--- config.mk ---
export PLATFORM = sky130hd
export DESIGN_NAME = line_merge_engine
export DESIGN_NICKNAME = d
export VERILOG_FILES = /design/src/rtl/line_merge_pkg.sv /design/src/rtl/line_merge_score_lut.sv /design/src/rtl/line_merge_engine.sv
export SDC_FILE = /design/constraint.sdc
export NUM_CORES = 1
export LEC_CHECK = 0
export ABC_AREA = 1
export BUFFER_PORTS_ARGS = -buffer_cell sky130_fd_sc_hd__clkbuf_2
export CAP_MARGIN = 30
export CORE_MARGIN = 8
export CORE_UTILIZATION = 45
export DETAILED_ROUTE_END_ITERATION = 7
export GPL_ROUTABILITY_DRIVEN = 0
export PLACE_DENSITY = 0.66
export SLEW_MARGIN = 20
export SYNTH_ARGS = -nofsm -noshare
export SYNTH_HDL_FRONTEND = slang
export SYNTH_SLANG_ARGS = --single-unit
--- constraint.sdc ---
create_clock -name clk -period 3.8 [get_ports clk]
set_clock_uncertainty 0.1 [all_clocks]
set_input_delay 0.38 -clock clk [delete_from_list [all_inputs] [get_ports clk]]
set_output_delay 0.38 -clock clk [all_outputs]
set_load 0.01 [all_outputs]
--- src/rtl/line_merge_pkg.sv ---
// Shared types and helpers for the line merge engine and its score lookup.
// Contents:
//   state_t      - engine FSM states
//   EMPTY        - exponent value that marks an empty tile
//   DEF_*        - default tile exponent width, score width and win exponent
//   sat_exp_inc  - exponent + 1, clamped to the largest exponent an ew-bit tile can hold
package line_merge_pkg;

   typedef enum logic [1:0] {
      IDLE  = 2'd0,
      SCAN  = 2'd1,
      FLUSH = 2'd2,
      DONE  = 2'd3
   } state_t;

   localparam int unsigned EMPTY       = 0;
   localparam int          DEF_EW      = 4;
   localparam int          DEF_SW      = 16;
   localparam int          DEF_WIN_EXP = 11;

   function automatic int unsigned sat_exp_inc(input int unsigned e, input int unsigned ew);
      int unsigned top;
      top = (32'd1 << ew) - 32'd1;
      return (e >= top) ? top : e + 32'd1;
   endfunction

endpackage

--- src/rtl/line_merge_score_lut.sv ---
// Combinational score lookup for one merge.
// Turns the exponent of the two tiles being merged into the score value
// 2^(e+1), saturated to SW bits. The board controller reuses this block for
// its score display.
// Ports:
//   e      in  EW  exponent of the tiles being merged
//   value  out SW  2^(e+1), or all ones when that does not fit in SW bits
module merge_score_lut #(
   parameter int EW = line_merge_pkg::DEF_EW,
   parameter int SW = line_merge_pkg::DEF_SW
) (
   input  logic [EW-1:0] e,
   output logic [SW-1:0] value
);

   int unsigned sh;

   always_comb begin
      sh = 32'(e) + 32'd1;
      if (sh >= 32'(SW)) value = '1;
      else               value = {{(SW-1){1'b0}}, 1'b1} << sh;
   end

endmodule

--- src/rtl/line_merge_engine.sv ---
// Sequential 2048-style slide-and-merge engine for one board line.
// Scans one tile per cycle in slide order, compacts the non-empty tiles and
// merges equal neighbours, then maps the result back to board index order.
// Ports:
//   clk        in  1     system clock, rising edge
//   clr        in  1     asynchronous active-low reset
//   start      in  1     request, sampled in IDLE only
//   dir        in  1     0 = slide toward index 0, 1 = toward index N-1
//   line_in    in  N*EW  tile exponents, tile i at [i*EW +: EW]
//   busy       out 1     operation in progress
//   done       out 1     one-cycle pulse, results valid from this cycle
//   line_out   out N*EW  merged line, same packing as line_in
//   moved      out 1     line_out differs from the captured line_in
//   score_inc  out SW    saturating sum of merged tile values
//   win        out 1     a merge produced an exponent >= WIN_EXP
//
// state | meaning
// IDLE  | waiting for start; outputs hold the last result
// SCAN  | N cycles, one tile per cycle, in slide order
// FLUSH | write any pending tile, publish results
// DONE  | done pulse, then back to IDLE
module line_merge_engine
   import line_merge_pkg::*;
#(
   parameter int N       = 4,
   parameter int EW      = DEF_EW,
   parameter int SW      = DEF_SW,
   parameter int WIN_EXP = DEF_WIN_EXP
) (
   input  logic            clk,
   input  logic            clr,
   input  logic            start,
   input  logic            dir,
   input  logic [N*EW-1:0] line_in,
   output logic            busy,
   output logic            done,
   output logic [N*EW-1:0] line_out,
   output logic            moved,
   output logic [SW-1:0]   score_inc,
   output logic            win
);

   localparam int IW  = $clog2(N);
   localparam int WPW = $clog2(N) + 1;

   state_t               state;
   logic [N-1:0][EW-1:0] line_cap;
   logic [N-1:0][EW-1:0] work;
   logic [N-1:0][EW-1:0] work_nxt;
   logic [N-1:0][EW-1:0] flush_line;
   logic [N-1:0][EW-1:0] mapped;
   logic                 dir_cap;
   logic [IW-1:0]        cnt;
   logic [IW-1:0]        idx;
   logic [WPW-1:0]       wp;
   logic [WPW-1:0]       wp_nxt;
   logic [EW-1:0]        pend;
   logic [EW-1:0]        pend_nxt;
   logic [EW-1:0]        tile;
   logic [EW-1:0]        merged;
   logic [EW-1:0]        wr_val;
   logic                 wr_en;
   logic [SW-1:0]        score;
   logic [SW-1:0]        score_nxt;
   logic [SW-1:0]        lut_val;
   logic [SW:0]          score_sum;
   logic                 win_acc;
   logic                 win_nxt;

   merge_score_lut #(.EW(EW), .SW(SW)) u_lut (
      .e     (tile),
      .value (lut_val)
   );

   // cnt counts down N-1..0; dir=0 walks indices upward, dir=1 downward.
   always_comb begin
      idx       = dir_cap ? cnt : (IW'(N-1) - cnt);
      tile      = line_cap[idx];
      merged    = EW'(sat_exp_inc(32'(tile), 32'(EW)));
      score_sum = {1'b0, score} + {1'b0, lut_val};
      wr_en     = 1'b0;
      wr_val    = '0;
      wp_nxt    = wp;
      pend_nxt  = pend;
      score_nxt = score;
      win_nxt   = win_acc;
      if (tile != EW'(EMPTY)) begin
         if (pend == EW'(EMPTY)) begin
            pend_nxt = tile;
         end else if (pend == tile) begin
            // Emptying pending here is what stops a merged tile merging again.
            wr_en     = 1'b1;
            wr_val    = merged;
            wp_nxt    = wp + WPW'(1);
            pend_nxt  = EW'(EMPTY);
            score_nxt = score_sum[SW] ? '1 : score_sum[SW-1:0];
            if (32'(merged) >= 32'(WIN_EXP)) win_nxt = 1'b1;
         end else begin
            wr_en    = 1'b1;
            wr_val   = pend;
            wp_nxt   = wp + WPW'(1);
            pend_nxt = tile;
         end
      end
      work_nxt = work;
      for (int k = 0; k < N; k++) begin
         if (wr_en && wp == WPW'(k)) work_nxt[k] = wr_val;
      end
   end

   always_comb begin
      flush_line = work;
      for (int k = 0; k < N; k++) begin
         if (pend != EW'(EMPTY) && wp == WPW'(k)) flush_line[k] = pend;
      end
      for (int k = 0; k < N; k++) begin
         mapped[k] = dir_cap ? flush_line[N-1-k] : flush_line[k];
      end
   end

   always_ff @(posedge clk or negedge clr) begin
      if (!clr) begin
         state     <= IDLE;
         line_cap  <= '0;
         work      <= '0;
         dir_cap   <= 1'b0;
         cnt       <= '0;
         wp        <= '0;
         pend      <= '0;
         score     <= '0;
         win_acc   <= 1'b0;
         busy      <= 1'b0;
         done      <= 1'b0;
         line_out  <= '0;
         moved     <= 1'b0;
         score_inc <= '0;
         win       <= 1'b0;
      end else begin
         case (state)
            IDLE: begin
               done <= 1'b0;
               if (start) begin
                  line_cap <= line_in;
                  dir_cap  <= dir;
                  work     <= '0;
                  wp       <= '0;
                  pend     <= EW'(EMPTY);
                  score    <= '0;
                  win_acc  <= 1'b0;
                  cnt      <= IW'(N-1);
                  busy     <= 1'b1;
                  state    <= SCAN;
               end
            end
            SCAN: begin
               work    <= work_nxt;
               wp      <= wp_nxt;
               pend    <= pend_nxt;
               score   <= score_nxt;
               win_acc <= win_nxt;
               if (cnt == '0) state <= FLUSH;
               else           cnt   <= cnt - IW'(1);
            end
            FLUSH: begin
               line_out  <= mapped;
               moved     <= (mapped != line_cap);
               score_inc <= score;
               win       <= win_acc;
               done      <= 1'b1;
               busy      <= 1'b0;
               state     <= DONE;
            end
            DONE: begin
               done  <= 1'b0;
               state <= IDLE;
            end
            default: state <= IDLE;
         endcase
      end
   end

endmodule

After elaboration in Yosys (flattened, before gate mapping) --
Index checks and enable logic that the tools add are counted.
Storage, ports and cells: flip-flop bits (word level) 97, bits of input ports 20, output and inout port bits 36, latch bits 0, logic and storage cells 133, bits in read-only memories 0, memories 0, bits in writable memories 0
Cells by class: $add $sub $neg 5, div/mod/pow operators 0, $lt $le $gt $ge 4, bitwise logic cells 0, muxes and demuxes 53, reductions and logical operators 30, multiply operators 0, shift operators 1, equality and inequality tests 19
Operators with widths (number):
- 16-bit two-way mux | 6
- 4-bit two-way mux | 21
- 16-bit case mux with 2 select lines | 2
- 2-bit inequality test, second input constant | 11
- 3-bit AND reduction | 6
- 16-bit by 16-bit adder with 17-bit output | 1
- 16-bit inequality test | 1
- 1-bit by 5-bit left shift with 16-bit output, first input constant | 1
- 2-bit two-way mux | 5
- 3-bit two-way mux | 3
- 4-bit binary-select mux with 2-bit select | 1
- 4-bit greater-or-equal comparator, second input constant | 2
- 1-bit logical AND | 8
- 1-bit two-way mux | 8
- 2-bit case mux with 4 select lines | 1
- 4-bit case mux with 2 select lines | 1
- 4-bit nonzero test | 2
- 3-bit by 2-bit equality test with 1-bit output, second input constant | 2
- 1-bit case mux with 2 select lines | 3
- 3-bit case mux with 2 select lines | 1
- 2-bit AND reduction | 3
- 6-bit AND reduction | 1
- 2-bit nonzero test | 3
- 4-bit by 1-bit adder with 5-bit output, second input constant | 1
- 16 further kinds | 18

Longest topological paths before layout --
Gate-level depths: netlist of the first run.
word-level depth 13, gate-level depth with buffers 26, gate-level depth less buffers 24

Modules after synthesis --
A second synthesis of the first run with hierarchy kept.
Unflattened totals: cell total of the unflattened synthesis 899, area, all modules 6342.3 um^2
By module, submodules not included:
- line_merge_engine | area each 6147.1 um^2, times used 1, seq. area each 2427.3 um^2, cells each 860
- merge_score_lut | area each 195.2 um^2, times used 1, seq. area each 0.0 um^2, cells each 39

Least setup slack after synthesis of the first run --
Ideal clock, no wire load.
kind flip-flop to flip-flop, start register dir_cap, end register score[11], required time 3.626 ns, path slack 0.007 ns, setup time 0.074 ns, clock period less this slack 3.793 ns, path buffers 1, arrival 3.619 ns, stages on the path, launching flop included 26, cell sequence dfrtp_1 -> inv_2 -> buf_6 -> nand2_4 -> nand2_4 -> nand2_1 -> nand3_2 -> nand2_4 -> ha_1 -> ha_1 -> inv_1 -> nand2_1 -> o21ai_0 -> inv_1 -> fa_1 -> o21ai_0 -> nand3_1 -> nand2_1 -> nand2_1 -> nand2_1 -> nand2_1 -> nand2_1 -> inv_1 -> nand3_1 -> nand2_1 -> o21ai_2
On the way: longest elaborated chain between the ends 12, elaborated cells between the ends (all ways) 18, classes of those cells 2 x add/sub; 1 x order compare; 3 x eq/ne; 1 x shift; 9 x mux; 2 x reduce/logical
RTL lines:
- start: declaration | RTL line line_merge_engine.sv:52 | logic dir_cap;
- start signal: assignment | RTL line line_merge_engine.sv:144 | dir_cap <= dir;
- 2-bit two-way mux (*) | RTL line line_merge_engine.sv:77 | idx = dir_cap ? cnt : (IW'(N-1) - cnt);
- 4-bit binary-select mux with 2-bit select (*) | RTL line line_merge_engine.sv:78 | tile = line_cap[idx];
- 4-bit two-way mux (implied by the code) (*) | RTL line line_merge_engine.sv:78
- 4-bit by 1-bit adder with 5-bit output
- 5-bit greater-or-equal comparator / 1-bit by 5-bit left shift with 16-bit output (equally long branches) | RTL line line_merge_score_lut.sv:20, line_merge_score_lut.sv:21
- 16-bit two-way mux | RTL line line_merge_score_lut.sv:20 | if (sh >= 32'(SW)) value = '1;
- 16-bit by 16-bit adder with 17-bit output | RTL line line_merge_engine.sv:80 | score_sum = {1'b0, score} + {1'b0, lut_val};
- 16-bit two-way mux | RTL line line_merge_engine.sv:96 | score_nxt = score_sum[SW] ? '1 : score_sum[SW-1:0];
- 16-bit two-way mux | RTL line line_merge_engine.sv:90 | end else if (pend == tile) begin
- 16-bit two-way mux | RTL line line_merge_engine.sv:88 | if (pend == EW'(EMPTY)) begin
- 16-bit two-way mux | RTL line line_merge_engine.sv:87 | if (tile != EW'(EMPTY)) begin
- 16-bit case mux with 2 select lines | RTL line line_merge_engine.sv:139 | case (state)
- end signal: assignment | RTL line line_merge_engine.sv:159 | score <= score_nxt;
- end: declaration | RTL line line_merge_engine.sv:63 | logic [SW-1:0] score;
Mark *: on every way between the ends. The rest lies on a longest branch, timed or not. The select of a mux whose other input is x is not followed. A chain may end at the register's enable or synchronous reset.

Final worst setup path of the first run --
start register dir_cap, end register score[7]
The elaborated chain is that of the path after synthesis.

==> results of run 1 <==
layer usage:
metal	part of all wire	wire length, um	global-route usage	vias to the layer above
li1	-	-	-	2902
met3	0.066	1120	0.0439	20
met1	0.48	8250	0.281	2655
met2	0.43	7370	0.290	174
met5	0	0	0	-
met4	0.018	305	0.0656	0
worst max path at each step:
stage	endpoint	slack [ns]
4_1_cts	score[13]	0.04
6_report	score[7]	0.24
3_3_place_gp	score[11]	0.09
2_1_floorplan	score[11]	0.007
5_1_grt	score[3]	-0.05
3_5_place_dp	score[11]	0.0007
sequential cells by signal (all words and copies together) (netlist names), 3 cells and up:
register   count
wp             3
line_out      16
line_cap      16
work          16
score         16
pend           4
score_inc     16
timing repair:
item | in CTS | in global routing
hold buffers | 1 | 0
setup buffers | 0 | 1
pin swaps | 0 | 4
setup endpoints to repair | 8 | 16
resized for setup | 1 | 33
cloned | 0 | 0
hold endpoints to repair | 43 | 0
report_power, final:
group	internal, W	switching, W	total [W]
clock network	0.000457	0.000448	0.000905
registers	0.00144	0.000300	0.00174
logic	0.00168	0.00324	0.00492
total	0.00358	0.00399	0.00757
worst reg2reg max path, stage by stage, from the launching register on:
cell,delay [ns]
dfrtp_1,0.40
buf_4,0.17
nand2_4,0.11
nand3_1,0.11
nand3_2,0.13
nand2_4,0.05
ha_1,0.22
ha_1,0.31
inv_1,0.08
buf_4,0.12
nand2_1,0.09
o21ai_2,0.14
ha_2,0.32
a21oi_2,0.16
o21ai_2,0.08
nand3_1,0.07
nand2_1,0.08
nand2_1,0.09
nand2_1,0.08
nand2_1,0.06
nand2_1,0.07
buf_4,0.18
o21ai_1,0.16
o21ai_2,0.07
cell type report:
cell class | count | area, um2 | area share
sequential | 97 | 2430 | 0.343
inverter | 72 | 270 | 0.0381
clock inverter | 7 | 62.6 | 0.00883
multi-input combinational | 654 | 3380 | 0.478
tap | 176 | 220 | 0.0311
timing repair buffer | 81 | 495 | 0.0699
clock buffer | 9 | 225 | 0.0318
synthesized netlist by cell type (4+ instances only):
| cell | count |
|---|---|
| a21oi_1 | 30 |
| dfrtp_1 | 97 |
| o21ai_0 | 76 |
| nand4_1 | 4 |
| clkbuf_1 | 13 |
| a21o_1 | 5 |
| ha_1 | 29 |
| nand3_1 | 100 |
| nand2_1 | 316 |
| nand2_4 | 11 |
| inv_1 | 65 |
| nor2_1 | 31 |
| o21ai_2 | 14 |
| xor2_1 | 7 |
| nand2_2 | 5 |
| a21oi_2 | 4 |
| buf_6 | 6 |
| inv_2 | 4 |
stage by stage:
step / utilization / hold WS, ns
6_report: 0.533 / 0.128
5_1_grt: 0.533 / 0.134
4_1_cts: 0.525 / 0.121
3_5_place_dp: 0.503 / 0.346
3_3_place_gp: 0.503 / 0.338
2_1_floorplan: - / -0.0156
kinds of logic (layout without fill, tap and decap cells):
family,count (synthesis),in the layout,share of synthesized area
flops,97,97,0.395
fa+ha+maj,30,30,0.0623
compound gates,137,137,0.127
simple gates,479,479,0.340
xor+xnor,8,8,0.0114
buf+inv,94,169,0.0649
==> results.md, run 1 <==
* Status: completed
* Antenna violations before repair at 0
* Sequential area share after synthesis at 0.395
* Startpoint Class: register
* Worst-path clk slew at roughly 0.070 ns
* Top delay family on crit path: simple AND/OR/NAND/NOR gates
* Drt via density at 5.25
* Hold/Removal Path Class: primary input to register
* Maximum vdd ir drop at 444 uV
* Port Buf Inserts at 55
* Critical path depth at 23
* Power Dens Cells at 1070 nW/um2
* Placed cells at 1077
* Yosys top cell by area: dfrtp_1
* Post-Syn Area at 6150 um2
* CP cell instances: buf_4, nand2_4, nand3_1, nand3_2, nand2_4, ha_1, ha_1, inv_1, buf_4, nand2_1, o21ai_2, ha_2, a21oi_2, o21ai_2, nand3_1, nand2_1, nand2_1, nand2_1, nand2_1, nand2_1, buf_4, o21ai_1, o21ai_2
* R2r endpoint: score[7]
* Final design area excluding fillers at 7090 um2
* Worst setup EP type: register
* Finished Layout Cells at 1096
* Leak Pwr at roughly 3.8 nW
* Area grow syn2layout at 15.3%
* Die W at 133 um
* Final Max Slew Viols at 0
* Final wirelength at about 17 mm
* Slowest-stage cell, CP: dfrtp_1
* Cell at the root of the clock tree: clkbuf_16
* Most frequent cell on the critical path: nand2_1
* Core area at 13300 um2
* DRT iter0 DRCs at 624
* Yosys cell types at 35
* Fmax at 281 MHz
* Filler cell count in the final layout at 1323
* Post-DP HPWL at roughly 13 mm
* Worst Hold Endpoint: line_cap[5]
* Hold path depth at 3
* Number of setup violations in the final report at 0
* Top post-synthesis cells by area: dfrtp_1, nand2_1, nand3_1
* Reg2Reg Launch Point: dir_cap
* Post-synth EDFFs at 0
* Routed Antenna Nets at 0
* Commonest non-fill, non-tap cell in the layout: nand2_1
* TritonCTS clock tree: built
* Critical path peak fanout at 8
* Fin. Hold Viols at 0
* R2r setup slk at 0.24 ns
* Starting density of the core at 0.462
* Setup TNS at 0 ns
* Syn Nets at 895
* HP Start: line_in[5]
* Synth Warn # at 0
* Worst stage delay on the critical path at 0.40 ns
* Final WS setup at 0.236 ns
* Final Net Count at 965
* Synth async-reset ratio at 1.00
* DR vias at 5751
* Die area at 17700 um2
* Least-Margin Pin Slew at 0.629 ns
* Total CTS buffers at 9
* Cells after synthesis at 845
* Io pins at 56
* N_diodes at 0
* Tcrit/Tclk final at 0.938
* Die height at 133 um
* Critical Path AT at 3.71 ns
* Largest net degree at the start of global routing at 46
* Share of layout cells above drive strength 1 at 0.172
* FP Rows at 42
* Crit path time final at 3.56 ns
* # DRC at 0
* CP startpoint: dir_cap
* Vias in the first global route at ~5.3k
* Worst path bufs/invs at 4
* Pre-CTS setup slack at 0.000654 ns
* Total power draw at between 0.007 and 0.008 W
* First-pass iteration count of the detailed router at 6
* Routed WL per cell at around 16 um
* Grt ovf at 0
* Skew-Pair Late Insertion Delay at 0.36 ns
* Clock Sinks at 97
* Worst Path Required at about 3.9 ns
* Synth top area share at 0.395
* Global Route Usage Sum at 0.198
* Post-place instance area at approximately 6700 um2
* R2R depth at 23
* Most frequent cells in the layout: nand2_1, nand3_1, dfrtp_1
* Max Cap Viol at 0
* RSZ-0062 raised after global routing: yes
* Synth Flop Type: dfrtp_1
* Max transition margin at 0.581
* Maximum root-to-sink buffer count at 2
* Mean Syn Cell Area at 7.27 um2
* H-tree depth at 3
* Critical path class: register to register
* Number of synthesized register bits at between 90 and 100
* Global-route wire length before repair at between 20 and 30 mm
No activity file was read; power rests on OpenSTA's default activity.
==> inputs of run 2 (changes only) <==
PLACE_DENSITY = 0.65   (was 0.66)
SYNTH_HIERARCHICAL = 1   (was default)
==> results.md, run 2 <==
* R2R depth at 23
* N_diodes at 0
* Global Route Usage Sum at 0.204
* Worst setup EP type: register
* Yosys cell types at 36
* Status: completed
* Synth top area share at 0.383
* Number of synthesized register bits at 97
* Hold/Removal Path Class: primary input to register
* Yosys top cell by area: dfrtp_1
* Final core utilization at 0.520
* Fin. Hold Viols at 0
* Largest net degree at the start of global routing at 46
* Starting density of the core at 0.459
* Total CTS buffers at 9
* Max Cap Viol at 0
* H-tree depth at 3
* Most frequent cells in the layout: nand2_1, nand3_1, dfrtp_1
* Die area at ~18000 um2
* Maximum root-to-sink buffer count at 2
* Final wirelength at 18.0 mm
* Die height at 135 um
* Total power draw at 0.00755 W
* Fmax at 292 MHz
* Final Max Slew Viols at 0
* Antenna violations before repair at 0
* Syn Nets at 946
* Tcrit/Tclk final at 0.900
* Worst-path clk slew at 0.07 ns
* Routed WL per cell at 15.8 um
* Critical path class: register to register
* Synth async-reset ratio at 1.00
* Leak Pwr at 3.87 nW
* Setup TNS at 0 ns
* Global-route wire length before repair at 29.5 mm
* Hold path depth at 3
* Die W at 135 um
* Routed Antenna Nets at 0
* Sequential area share after synthesis at 0.383
* Startpoint Class: register
* Skew-Pair Late Insertion Delay at ~0.35 ns
* Post-synth EDFFs at 0
* Share of layout cells above drive strength 1 at 0.139
* Drt via density at 5.29
* Critical path peak fanout at 8
* Worst Path Required at 3.92 ns
* Post-CTS setup buffers at 0
* Post-Syn Area at between 6000 and 7000 um2
* Most frequent cell after synthesis: nand2_1
* Max transition margin at 0.393
* Commonest non-fill, non-tap cell in the layout: nand2_1
* Critical Path AT at between 3 and 4 ns
* # DRC at 0
* Crit path time final at 3.42 ns
* Least-Margin Pin Slew at 0.910 ns
* Mean Syn Cell Area at roughly 7.1 um2
* RSZ-0062 raised after global routing: no
* Io pins at 56
* DR vias at slightly above 6k
* Port Buf Inserts at 55
* FP Rows at 43
* Maximum vdd ir drop at 464 uV
* Synth Warn # at 6
* Number of setup violations in the final report at 0
* Core area at 13800 um2
* Post-synth top cells: nand2_1, nand3_1, dfrtp_1
* First-pass iteration count of the detailed router at 6
* Top post-synthesis cells by area: dfrtp_1, nand2_1, nand3_1
* Post-DP HPWL at 13.7 mm
* Power Dens Cells at 1050 nW/um2
* Final Net Count at about 1.0k
* Synth Flop Type: dfrtp_1
* Clock Sinks at 97
* Area grow syn2layout at 13.4%
* Grt ovf at 0
* DRT iter0 DRCs at 542
* TritonCTS clock tree: built
* Vias in the first global route at 5830
* Cells after synthesis at 899
* Cell at the root of the clock tree: clkbuf_16
==> run 2: cell count changes after synthesis, moves of 13 or more <==
cell and change:
a21oi_1 -18, inv_1 +13, nand2_1 +24, nand4_1 +22
nor2_1 +20, o21ai_0 -14
==> run 2: power breakdown <==
| group | internal, W | total [W] | switching, W |
|---|---|---|---|
| combinational | 0.00153 | 0.00482 | 0.00329 |
| sequential | 0.00143 | 0.00173 | 0.000296 |
| clock | 0.000594 | 0.000993 | 0.000399 |
==> run 2: path summary, 6_finish.rpt <==
kind                               start       endpoint  slack, ns
max                              dir_cap       score[8]       0.38
max in group asynchronous            clr        dir_cap       2.26
min reg2reg                score_inc[12]  score_inc[12]       0.37
min                           line_in[4]    line_cap[4]       0.12
max reg2reg                      dir_cap       score[8]       0.38
min in group asynchronous            clr   score_inc[3]       0.49
==> run 2: area by class of cell <==
cell class                 count  area (um2)
timing repair buffer          74         430
sequential                    97        2430
tap                          180         225
clock buffer                  11         243
multi-input combinational    697        3490
fill                        1350        6640
inverter                      79         297
clock inverter                 4        76.3
==> run 2: worst max-delay path: stages (launching register included) <==
cell	delay, ns
dfrtp_2	0.49
inv_2	0.09
nand2_1	0.08
nand2_4	0.13
nand2_1	0.09
nand3_2	0.11
nand2_2	0.07
inv_1	0.10
nor2_4	0.06
nand2_2	0.13
inv_1	0.06
ha_1	0.22
fa_1	0.43
nand2_1	0.09
nand3_1	0.06
nand2_1	0.09
o21bai_1	0.08
nand2_1	0.06
nand2_1	0.08
nand2_1	0.08
nand2_1	0.12
buf_4	0.20
o21ai_0	0.19
o21ai_1	0.08
==> run 2: cells by family (layout without fill, tap and decap cells) <==
group / count (synthesis) / count (layout) / synth area share
buf+inv: 105 / 168 / 0.0687
xor+xnor: 11 / 11 / 0.0164
flops: 97 / 97 / 0.383
fa+ha+maj: 27 / 27 / 0.0544
compound gates: 103 / 103 / 0.0939
simple gates: 556 / 556 / 0.384
==> run 2: repair_timing <==
action | 4_1_cts | 5_1_grt
hold buffers | 1 | 0
gates resized for setup | 0 | 9
endpoints found under the setup margin | 0 | 16
endpoints found under the hold margin | 43 | 0
==> run 2: metal layers <==
metal / vias to the layer above / global-route usage / wire length [um]
li1: 3043 / - / -
met1: 2799 / 0.263 / 8170
met2: 172 / 0.325 / 8450
met3: 27 / 0.0442 / 997
met4: 0 / 0.0799 / 407
met5: - / 0 / 0
==> run 2: metrics by stage <==
stage / cell area [um2] / setup WS, ns / std cells / hold WS [ns]
after detailed placement: 6830 / 0.168 / 1125 / 0.343
after CTS: 7160 / 0.160 / 1141 / 0.118
after global routing: 7190 / 0.0450 / 1142 / 0.120
after global placement: 6830 / 0.288 / 1125 / 0.346
final: 7190 / 0.381 / 1142 / 0.124
after floorplan: 6340 / 0.355 / 899 / -0.0156
==> inputs of run 3 (changes only) <==
CORE_UTILIZATION = 55   (was 45)
PLACE_DENSITY = 0.77   (was 0.65)
SETUP_SLACK_MARGIN = 0.1   (was default)
==> results.md, run 3 (same netlist as run 2, synthesis figures left out) <==
* Port Buf Inserts at 55
* Post-DP HPWL at around 13 mm
* Leak Pwr at 3.88 nW
* Met2 capacity usage during global routing at 0.335
* Die area at roughly 15000 um2
* Die W at 123 um
* Global-route wire length before repair at 27.9 mm
* N_diodes at 0
* Worst setup EP type: register
* Area of the multi-input gates at between 3000 and 4000 um2
* Die height at about 120 um
* Met3 GRT Util at 0.0388
* Filler cell count in the final layout at slightly above 1k
* Internal power at 0.00354 W
* Tcrit/Tclk final at 0.893
* TritonCTS clock tree: built
* Sequential power share at 0.230
* Sw Ratio at 0.528
* Grt ovf at 0
* Finished Layout Cells at 1106
* Grt met1 use at 0.346
* Psw at just under 0.004 W
* Core area at 11300 um2
* FF+latch area at 2430 um2
* Worst-path clk slew at 0.07 ns
* Final core utilization at 0.632
* DRT iter0 DRCs at ~700
* Setup TNS at 0 ns
* Final design area excluding fillers at 7150 um2
* Area grow syn2layout at 12.8%
* Max Cap Viol at 0
* Routed WL per cell at 15.3 um
* Status: completed
* Fin Hold WS at 0.128 ns
* FP Rows at 39
* Least-Margin Pin Slew at 0.715 ns
* Share of total power in the clock network at 0.132
* Global Route Usage Sum at 0.232
* Maximum vdd ir drop at 510 uV
* Final Net Count at 1005
* Number of setup violations in the final report at 0
* Maximum root-to-sink buffer count at 2
* Startpoint Class: register
* Starting density of the core at 0.560
* Commonest non-fill, non-tap cell in the layout: nand2_1
* Critical Path AT at ~3.5 ns
* GRT busiest layer: met1
* Critical path peak fanout at 8
* Vias in the first global route at 5528
* Max transition margin at 0.522
* Antenna violations before repair at 0
* Io pins at 56
* DR vias at 6082
* Skew-Pair Late Insertion Delay at ~0.35 ns
* Total CTS buffers at 9
* RSZ-0062 raised after global routing: no
* First-pass iteration count of the detailed router at 5
* Fin. Hold Viols at 0
* Worst Path Required at 3.93 ns
* Crit path time final at approximately 3.4 ns
* Fmax at about 300 MHz
* Cell at the root of the clock tree: clkbuf_16
* Largest net degree at the start of global routing at 39
* Combinational power share at 0.638
* Most frequent cells in the layout: nand2_1, nand3_1, dfrtp_1
* Post-place instance area at 6790 um2
* Final wirelength at 16.9 mm
* # DRC at 0
* Drt via density at 5.50
* Placed cells at ~1.1k
* Power Dens Cells at 1050 nW/um2
* Final Max Slew Viols at 0
* H-tree depth at 3
* Routed Antenna Nets at 0
* Critical path class: register to register
* Hold/Removal Path Class: primary input to register
* Share of layout cells above drive strength 1 at 0.141
* Clock Sinks at 97
## run 3: cell count changes in the layout (fill, tap and decap cells not counted), sizes merged
cell	before	now
clkinvlp	1	0
clkinv	0	3
clkbuf	65	63
inv	80	81
## run 3: power groups by stage
stage / registers [W] / clock network, W / logic [W]
global route: 0.00177 / 0.00105 / 0.00536
floorplan: 0.00173 / 0 / 0.00343
finish: 0.00172 / 0.000992 / 0.00478
CTS: 0.00172 / 0.00100 / 0.00470
detailed placement: 0.00173 / 0 / 0.00466
global placement: 0.00171 / 0 / 0.00464
## run 3: worst max-delay path, stage by stage (launching register included)
cell and delay (ns):
dfrtp_2 0.47, inv_2 0.09, nand2_1 0.07, nand2_2 0.15, nand2_1 0.09, nand3_2 0.10
nand2_2 0.06, inv_1 0.11, nor2_4 0.06, nand2_2 0.12, inv_1 0.06, ha_1 0.21
fa_1 0.42, nand2_1 0.09, nand3_1 0.07, nand2_1 0.12, o21bai_2 0.10, nand2_1 0.07
nand2_1 0.08, nand2_1 0.12, nand2_4 0.10, buf_4 0.17, o21ai_1 0.16, o21ai_2 0.07
## run 3: area by class of cell
class	instances	area share
Sequential cell	97	0.340
Inverter	79	0.0415
Clock buffer	9	0.0315
Tap cell	143	0.0250
Clock inverter	7	0.0140
Timing Repair Buffer	74	0.0602
Multi-Input combinational cell	697	0.488
## run 3: timing repair
item                                    in CTS  in global routing
endpoints found under the setup margin       0                 16
buffers inserted                             0                  0
hold buffers                                 1                  0
hold endpoints to repair                    36                  0
resized for setup                            0                 12
## run 3: final timing paths
check	start	to	slack [ns]	cells after the start
worst max-delay path	dir_cap	score[6]	0.41	23
worst min-delay path	line_in[4]	line_cap[4]	0.13	3
worst max register to register	dir_cap	score[6]	0.41	23
worst min register to register	win_acc	win_acc	0.38	2
max in group asynchronous	clr	line_cap[0]	2.34	3
min in group asynchronous	clr	work[8]	0.45	2
## run 3: stage by stage
stage / total power [W] / worst slack, ns
floorplan: 0.00517 / 0.355
global placement: 0.00635 / 0.341
detailed placement: 0.00639 / 0.175
CTS: 0.00742 / 0.127
global route: 0.00819 / 0.0941
finish: 0.00750 / 0.406
## run 3: per-layer routing
layer | part of all wire | vias up
met5 | 0 | -
met4 | 0.018 | 0
met3 | 0.090 | 28
met2 | 0.41 | 259
met1 | 0.48 | 2757
li1 | - | 3038
